### src/rtl/sat_accum.sv
// -----------------------------------------------------------------------------
// sat_accum -- job-based saturating signed 16-bit accumulator.
//
// A job starts with a single-cycle start pulse carrying a beat count (len).
// The block then accepts exactly len beats over a valid/ready handshake.
// Each beat adds or subtracts a signed 16-bit operand, and the running value
// is clamped to the signed 16-bit range. After the last beat the result is
// presented with out_valid until the consumer takes it. abort cancels the
// job from any state.
//
// Ports
//   clk        in   system clock, rising edge
//   rst_n      in   asynchronous active-low reset
//   start      in   begin a job (sampled only in IDLE)
//   len        in   beat count, sampled with start (0 = empty job)
//   abort      in   synchronous cancel, highest priority
//   in_valid   in   in_data/in_sub valid
//   in_ready   out  beat accepted this cycle when in_valid is also high
//   in_data    in   signed two's-complement operand
//   in_sub     in   1 = subtract in_data, 0 = add in_data
//   out_valid  out  result and flags valid
//   out_ready  in   consumer takes the result
//   result     out  saturated accumulator value
//   flag_n     out  result is negative
//   flag_z     out  result is zero
//   flag_v     out  some beat of this job saturated (sticky)
//   busy       out  a job is in progress (state is not IDLE)
// -----------------------------------------------------------------------------
module sat_accum #(
    parameter int LEN_W = 8
) (
    input  logic             clk,
    input  logic             rst_n,
    input  logic             start,
    input  logic [LEN_W-1:0] len,
    input  logic             abort,
    input  logic             in_valid,
    output logic             in_ready,
    input  logic [15:0]      in_data,
    input  logic             in_sub,
    output logic             out_valid,
    input  logic             out_ready,
    output logic [15:0]      result,
    output logic             flag_n,
    output logic             flag_z,
    output logic             flag_v,
    output logic             busy
);

    typedef enum logic [1:0] {
        ST_IDLE  = 2'd0,
        ST_ACCUM = 2'd1,
        ST_DONE  = 2'd2
    } state_t;

    state_t           state_q, state_d;
    logic [15:0]      acc_q, acc_d;
    logic [LEN_W-1:0] rem_q, rem_d;
    logic             flag_v_q, flag_v_d;

    logic [16:0]      exact;
    logic [15:0]      sat_val;
    logic             sat_hit;
    logic             xfer;

    // Exact 17-bit result of the beat. Sign-extending both operands keeps
    // subtracting 0x8000 correct: the subtrahend is -32768, so the result
    // gains +32768 and lands in the positive-overflow region when needed.
    always_comb begin
        // NOTE: every signal assigned in a combinational block gets a value
        // on every path (defaults first); otherwise a latch is inferred.
        exact   = '0;
        sat_val = '0;
        sat_hit = 1'b0;
        if (in_sub) begin
            exact = {acc_q[15], acc_q} - {in_data[15], in_data};
        end else begin
            exact = {acc_q[15], acc_q} + {in_data[15], in_data};
        end
        // Bits 16 and 15 disagree exactly when the value is outside the
        // 16-bit signed range; bit 16 gives the direction.
        if (exact[16] != exact[15]) begin
            sat_hit = 1'b1;
            sat_val = exact[16] ? 16'h8000 : 16'h7FFF;
        end else begin
            sat_val = exact[15:0];
        end
    end

    assign xfer = in_valid && (state_q == ST_ACCUM);

    always_comb begin
        state_d  = state_q;
        acc_d    = acc_q;
        rem_d    = rem_q;
        flag_v_d = flag_v_q;

        if (abort) begin
            state_d  = ST_IDLE;
            acc_d    = '0;
            rem_d    = '0;
            flag_v_d = 1'b0;
        end else begin
            case (state_q)
                ST_IDLE: begin
                    if (start) begin
                        acc_d    = '0;
                        flag_v_d = 1'b0;
                        rem_d    = len;
                        state_d  = (len == '0) ? ST_DONE : ST_ACCUM;
                    end
                end
                ST_ACCUM: begin
                    if (xfer) begin
                        acc_d    = sat_val;
                        flag_v_d = flag_v_q | sat_hit;
                        rem_d    = rem_q - LEN_W'(1);
                        if (rem_q == LEN_W'(1)) begin
                            state_d = ST_DONE;
                        end
                    end
                end
                ST_DONE: begin
                    if (out_ready) begin
                        state_d = ST_IDLE;
                    end
                end
                default: begin
                    state_d = ST_IDLE;
                end
            endcase
        end
    end

    always_ff @(posedge clk or negedge rst_n) begin
        if (!rst_n) begin
            state_q  <= ST_IDLE;
            acc_q    <= '0;
            rem_q    <= '0;
            flag_v_q <= 1'b0;
        end else begin
            // NOTE: state registers use non-blocking assignment so every
            // register samples the pre-edge values of the others.
            state_q  <= state_d;
            acc_q    <= acc_d;
            rem_q    <= rem_d;
            flag_v_q <= flag_v_d;
        end
    end

    // All outputs come from registers or the state decode only.
    assign in_ready  = (state_q == ST_ACCUM);
    assign out_valid = (state_q == ST_DONE);
    assign busy      = (state_q != ST_IDLE);
    assign result    = acc_q;
    assign flag_n    = acc_q[15];
    assign flag_z    = (acc_q == 16'h0000);
    assign flag_v    = flag_v_q;

endmodule
### config.mk
export PLATFORM = sky130hd
export DESIGN_NAME = sat_accum
export DESIGN_NICKNAME = d
export VERILOG_FILES = /design/src/rtl/sat_accum.sv
export SDC_FILE = /design/constraint.sdc
export NUM_CORES = 1
export LEC_CHECK = 0
export CAP_MARGIN = 20
export CORE_UTILIZATION = 53
export DETAILED_ROUTE_END_ITERATION = 10
export GPL_TIMING_DRIVEN = 0
export HOLD_SLACK_MARGIN = 0.03
export PLACE_DENSITY_LB_ADDON = 0.2
export SLEW_MARGIN = 20
export SYNTH_ARGS = -nofsm -noshare
export SYNTH_HDL_FRONTEND = slang
export SYNTH_SLANG_ARGS = --single-unit
### constraint.sdc
create_clock -name clk -period 3.62 [get_ports clk]
set_input_delay 0.543 -clock clk [delete_from_list [all_inputs] [get_ports clk]]
set_output_delay 0.543 -clock clk [all_outputs]
set_load 0.05 [all_outputs]
### After elaboration in Yosys (flattened, before gate mapping)

Cells that the tools add are included.

* flip-flop bits (word level): 27
* input bits: 31
* output and inout port bits: 22
* word-level logic and storage cells: 47

* $add $sub $neg: 3
* equal/unequal tests: 8
* muxes and demuxes: 23
* bitwise logic cells: 1
* reduce and logical (&&, ||, !) cells: 8

Operators by type and width (count)
* 2-to-1 mux 16 bit: 5
* case mux 16 bit (2 select lines): 1
* 2-to-1 mux 8 bit: 3
* adder 16 x 16 -> 17 bit: 1
* 2-to-1 mux 17 bit: 1
* subtractor 16 x 16 -> 17 bit: 1
* logical NOT 16 bit: 1
* case mux 8 bit (2 select lines): 1
* 2-to-1 mux 2 bit: 6
* != test 3 x 2 -> 1 bit (second input constant): 3
* equality test 8 x 1 -> 1 bit (second input constant): 1
* logical NOT 8 bit: 1
* subtractor 8 x 1 -> 8 bit (second input constant): 1
* case mux 2 bit (3 select lines): 1
* 2-to-1 mux 1 bit: 4
* AND reduction 4 bit: 1
* != test 3 bit (second input constant): 1
* AND reduction 3 bit: 1
* nonzero test 3 bit: 1
* equality test 2 x 1 -> 1 bit (second input constant): 1
* equality test 2 bit (second input constant): 1
* logical NOT 2 bit: 1
* case mux 1 bit (2 select lines): 1
* nonzero test 2 bit: 1
* 3 further kinds: 3

### Logic depth before layout (Yosys ltp)

Gate-level depths: netlist (run 1).

* depth after elaboration: 8
* gate-level depth with buffers: 16
* depth with buffers taken out: 15

### Worst setup path after synthesis (run 1)

Ideal clock, no wire load.

* path kind: input port to flip-flop
* start point: in in_data[3]
* end point: reg acc_q[3], in the netlist result[3]
* library setup time: 0.126 ns
* data arrival time: 3.489 ns
* data required time: 3.494 ns
* slack: 0.005 ns
* stages: 15
* path through: nor4_1 -> and2_1 -> a21o_1 -> o21ai_0 -> xnor2_1 -> ha_1 -> buf_6 -> a21o_1 -> a21o_1 -> a221oi_2 -> o31ai_4 -> xnor2_4 -> buf_8 -> nand2_1 -> a221o_1

* longest elaborated chain between the ends: 7
* elaborated cells on any way between the ends: 9
* classes of those cells: add/sub (2); eq/ne (1); mux (6)

Ends and longest elaborated chain
* start, declared: RTL line 39 `input logic [15:0] in_data,`
* adder 16 x 16 -> 17 bit / subtractor 16 x 16 -> 17 bit (equally long branches): RTL line 78, 76
* 2-to-1 mux 17 bit (*): RTL line 75 `if (in_sub) begin`
* 2-to-1 mux 16 bit / != test 1 bit (equally long branches): RTL line 84, 82
* 2-to-1 mux 16 bit (*): RTL line 82 `if (exact[16] != exact[15]) begin`
* 2-to-1 mux 16 bit (*): RTL line 114 `if (xfer) begin`
* case mux 16 bit (2 select lines) (*): RTL line 104 `case (state_q)`
* 2-to-1 mux 16 bit (*): RTL line 98 `if (abort) begin`
* end signal, assigned: RTL line 138 `acc_q <= '0;`
* end signal, assigned: RTL line 145 `acc_q <= acc_d;`
* end, declared: RTL line 57 `logic [15:0] acc_q, acc_d;`

Every way passes the cells marked *; elsewhere a longest branch is shown, timed or not. The select of a mux whose other input is x is not followed.
A chain may end at the register's enable or synchronous reset.

### Worst setup path in the final report (run 1)

* start point: in in_data[1]
* end point: reg acc_q[10], in the netlist result[10]

The elaborated chain is that of the path after synthesis.

==> results of run 1 <==
-- how the worst max path moves through the flow --
stage / endpoint / cells after the start / slack (ns) / start
after global routing: result[10]$_DFFE_PN0P_ / 16 / -0.08 / in_data[1]
after global placement: result[12]$_DFFE_PN0P_ / 16 / -0.89 / in_data[2]
final: result[10]$_DFFE_PN0P_ / 16 / 0.04 / in_data[1]
after CTS: result[1]$_DFFE_PN0P_ / 16 / 0.02 / in_data[7]
after floorplan: result[3]$_DFFE_PN0P_ / 15 / 0.005 / in_data[3]
after detailed placement: result[3]$_DFFE_PN0P_ / 16 / -0.94 / in_data[2]
-- kinds of logic after synthesis --
group	count (synthesis)	share of synthesized area
AO/OA/AOI/OAI	102	0.256
adder cells (fa/ha/maj)	28	0.128
buffers and inverters	28	0.0513
multiplexers	1	0.00423
XOR/XNOR	28	0.102
flip-flops	27	0.254
AND/OR/NAND/NOR	106	0.205
-- area by class of cell --
| type | instances | area [um2] |
|---|---|---|
| multi-input combinational | 265 | 1970 |
| fill | 397 | 1230 |
| sequential | 27 | 676 |
| timing repair buffer | 67 | 643 |
| tap | 67 | 83.8 |
| buffer | 13 | 81.3 |
| inverter | 15 | 56.3 |
| clock buffer | 4 | 45.0 |
-- per-stage QoR --
step / std cells / hold WS, ns
floorplan: 320 / 0.247
global route: 458 / 0.329
finish: 458 / 0.261
CTS: 450 / 0.291
detailed placement: 437 / 0.518
global placement: 437 / 0.501
-- sequential cells by signal (all words and copies together) (netlist names) --
name     count
flag_v       1
state_q      2
result      16
rem_q        8
-- critical path: cells and delay by family --
family                   cells  cell delay, ns
buffers and inverters        3            0.44
AND/OR/NAND/NOR              2            0.51
adder cells (fa/ha/maj)      1            0.30
XOR/XNOR                     2            0.49
AO/OA/AOI/OAI                8            1.45
-- cell usage in the layout (no fill, tap or decap), drive strengths merged, types with 7 or more instances in the layout --
master / count
clkdlybuf4s50: 38
a211oi: 11
a21oi: 25
inv: 15
nor4: 13
clkbuf: 17
maj3: 8
nor3: 14
nand2b: 10
ha: 19
xnor2: 22
nor2: 33
nand2: 17
buf: 26
o21ai: 33
dfrtp: 27
a21o: 7
-- where the power goes --
part / switching, W / internal [W] / leakage [nW]
registers: 0.0000693 / 0.000359 / 0.367
clock network: 0.0000929 / 0.0000789 / 0.0228
logic: 0.000686 / 0.000484 / 1.14
total: 0.000848 / 0.000922 / 1.52
-- timing repair --
item | in CTS | in global routing
endpoints found under the hold margin | 0 | 0
gates cloned | 0 | 1
buffers inserted | 9 | 7
pin swaps | 11 | 21
endpoints found under the setup margin | 17 | 16
gates resized for setup | 29 | 46
-- per-layer routing --
metal,track usage,up-vias,routed length (um)
met5,0,-,0
met4,0.0218,0,31
met3,0.0331,4,328
met2,0.431,71,3400
met1,0.389,1296,3320
li1,-,1317,-
==> reports/qor.yml, run 1 <==
critical_path:
  end_kind: "register"
  path_max_fanout: 5
  r2r-end: "result[1]$_DFFE_PN0P_"
  crit_top_cell: "a21o_1"
  crit_chain: "buf_8 -> nor4_4 -> and2_4 -> a21o_1 -> o21ai_2 -> xnor2_1 -> ha_1 -> buf_6 -> a21o_1 -> a21o_1 -> a221oi_4 -> o31ai_4 -> xnor2_4 -> clkbuf_16 -> a211oi_2 -> a211o_1"
  critical-path-slowest-cell: "xnor2_4"
  slowest_delay_ns: 0.35
  rrSetupSlack_ns: 0.79
  critical_path_class: "in -> reg"
  worst_setup_path_start_kind: "input pin"
  worstRegToRegCells: 11
  r2r-start: "result[0]$_DFFE_PN0P_"
  crit_arrival_ns: 3.74
  worst_ep_required_time_ns: 3.78
clock_tree:
  cts.clk_slew.worst_paths_ns: 0.09
  cts_buffers: 3
  cts_tree: "built"
  root_buffer: "clkbuf_8"
  insertion_delay_ns: 0.27
  cts_buffer_depth: 2
  cts.sinks: 27
  hold_buffers: 0
  htreeDepth: 1
power:
  p_leak_nw: 1.52
  powerDensity_mw_per_mm2: 498
  fin_total_pwr_w: 0.00177
  vdd_drop_max_v: 0.000359
floorplan:
  core_region_area_mm2: 0.00479
  fp.dieH_um: 72.8
  die_w_um: 72.8
  num_rows: 25
  initial_core_util: 0.556
  pin_count: 53
  die_area_mm2: 0.00530
timing:
  max_freq_mhz: 280
  fin_tns_setup_ns: 0
  relSlewSlack: 0.536
  tightest_slew_ns: 0.690
  finalCritPeriodShare: 0.988
  report.final.slew_viol_count: 0
  setup_viol: 0
  finalClockSkew_ns: 0.00254
  hold_violations: 0
  rsz0062_at_grt: "true"
  setup_ws_ns: 0.0446
  finalCriticalPeriod_ns: 3.58
hold_path:
  hold_class: "in -> async"
final_layout:
  syn2layout_area_growth_pct: 33.7
  antennaDiodeCount: 0
  layout-drive-gt1-share: 0.161
  final_area_mm2: 0.00356
  utilization: 0.743
  nets: 443
yosys:
  synth.yosys.seq_area_share: 0.254
  synth_edf_count: 0
  syn-num-nets: 371
  synth_commonest_cells: "nor2_1, o21ai_0, dfrtp_1, a21oi_1, xnor2_1"
  ys_types: 56
  ys_warn_count: 0
  ys_ff_latch: 27
  synth_top_area_cell: "dfrtp_1"
  synth_top_cells_by_area: "dfrtp_1, ha_1, xnor2_1, o21ai_0, nor2_1"
  synthCells: 320
  synth.avg_cell_area_um2: 8.31
  synthesis.area_mm2: 0.00266
  yosysTopAreaCellShare: 0.254
  synth_most_common_cell: "nor2_1"
  synth-async-reset-ratio: 1.00
  synth_ff_type: "dfrtp_1"
routing:
  via_count: 2688
  first_pass_iters: 4
  drt_iter0_markers: 214
  viasPerCell: 5.87
  drc: 0
  drt_wl_total_mm: 7.08
  ant_nets: 0
  wl_per_cell_um: 15.5
global_routing:
  grt_max_degree: 28
  grt_usage: 0.264
  grt_pass1_vias: 2365
  grt_first_pass_wirelength_mm: 11.1
  antenna_found_initial: 0
  grt_overflow: 0
placement:
  place.gp.congestion: 0.914
  dp_hpwl_mm: 5.12
  post-place-ws_ns: -0.944
  place_area_mm2: 0.00324
  io_buffers: 50
job:
  cap_violations: 0
outcome:
  status: "completed"
Note: power is estimated with default switching activity, not from simulation.
==> inputs of run 2 (changes only) <==
--- a/config.mk
+++ b/config.mk
@@ -9,8 +9,9 @@
 export CORE_UTILIZATION = 53
 export DETAILED_ROUTE_END_ITERATION = 10
 export GPL_TIMING_DRIVEN = 0
-export HOLD_SLACK_MARGIN = 0.03
+export HOLD_SLACK_MARGIN = 0.12
 export PLACE_DENSITY_LB_ADDON = 0.2
+export SKIP_LAST_GASP = 1
 export SLEW_MARGIN = 20
 export SYNTH_ARGS = -nofsm -noshare
 export SYNTH_HDL_FRONTEND = slang
==> results of run 2 <==
No change in the layout: final DEF, timing and power equal those of run 1.
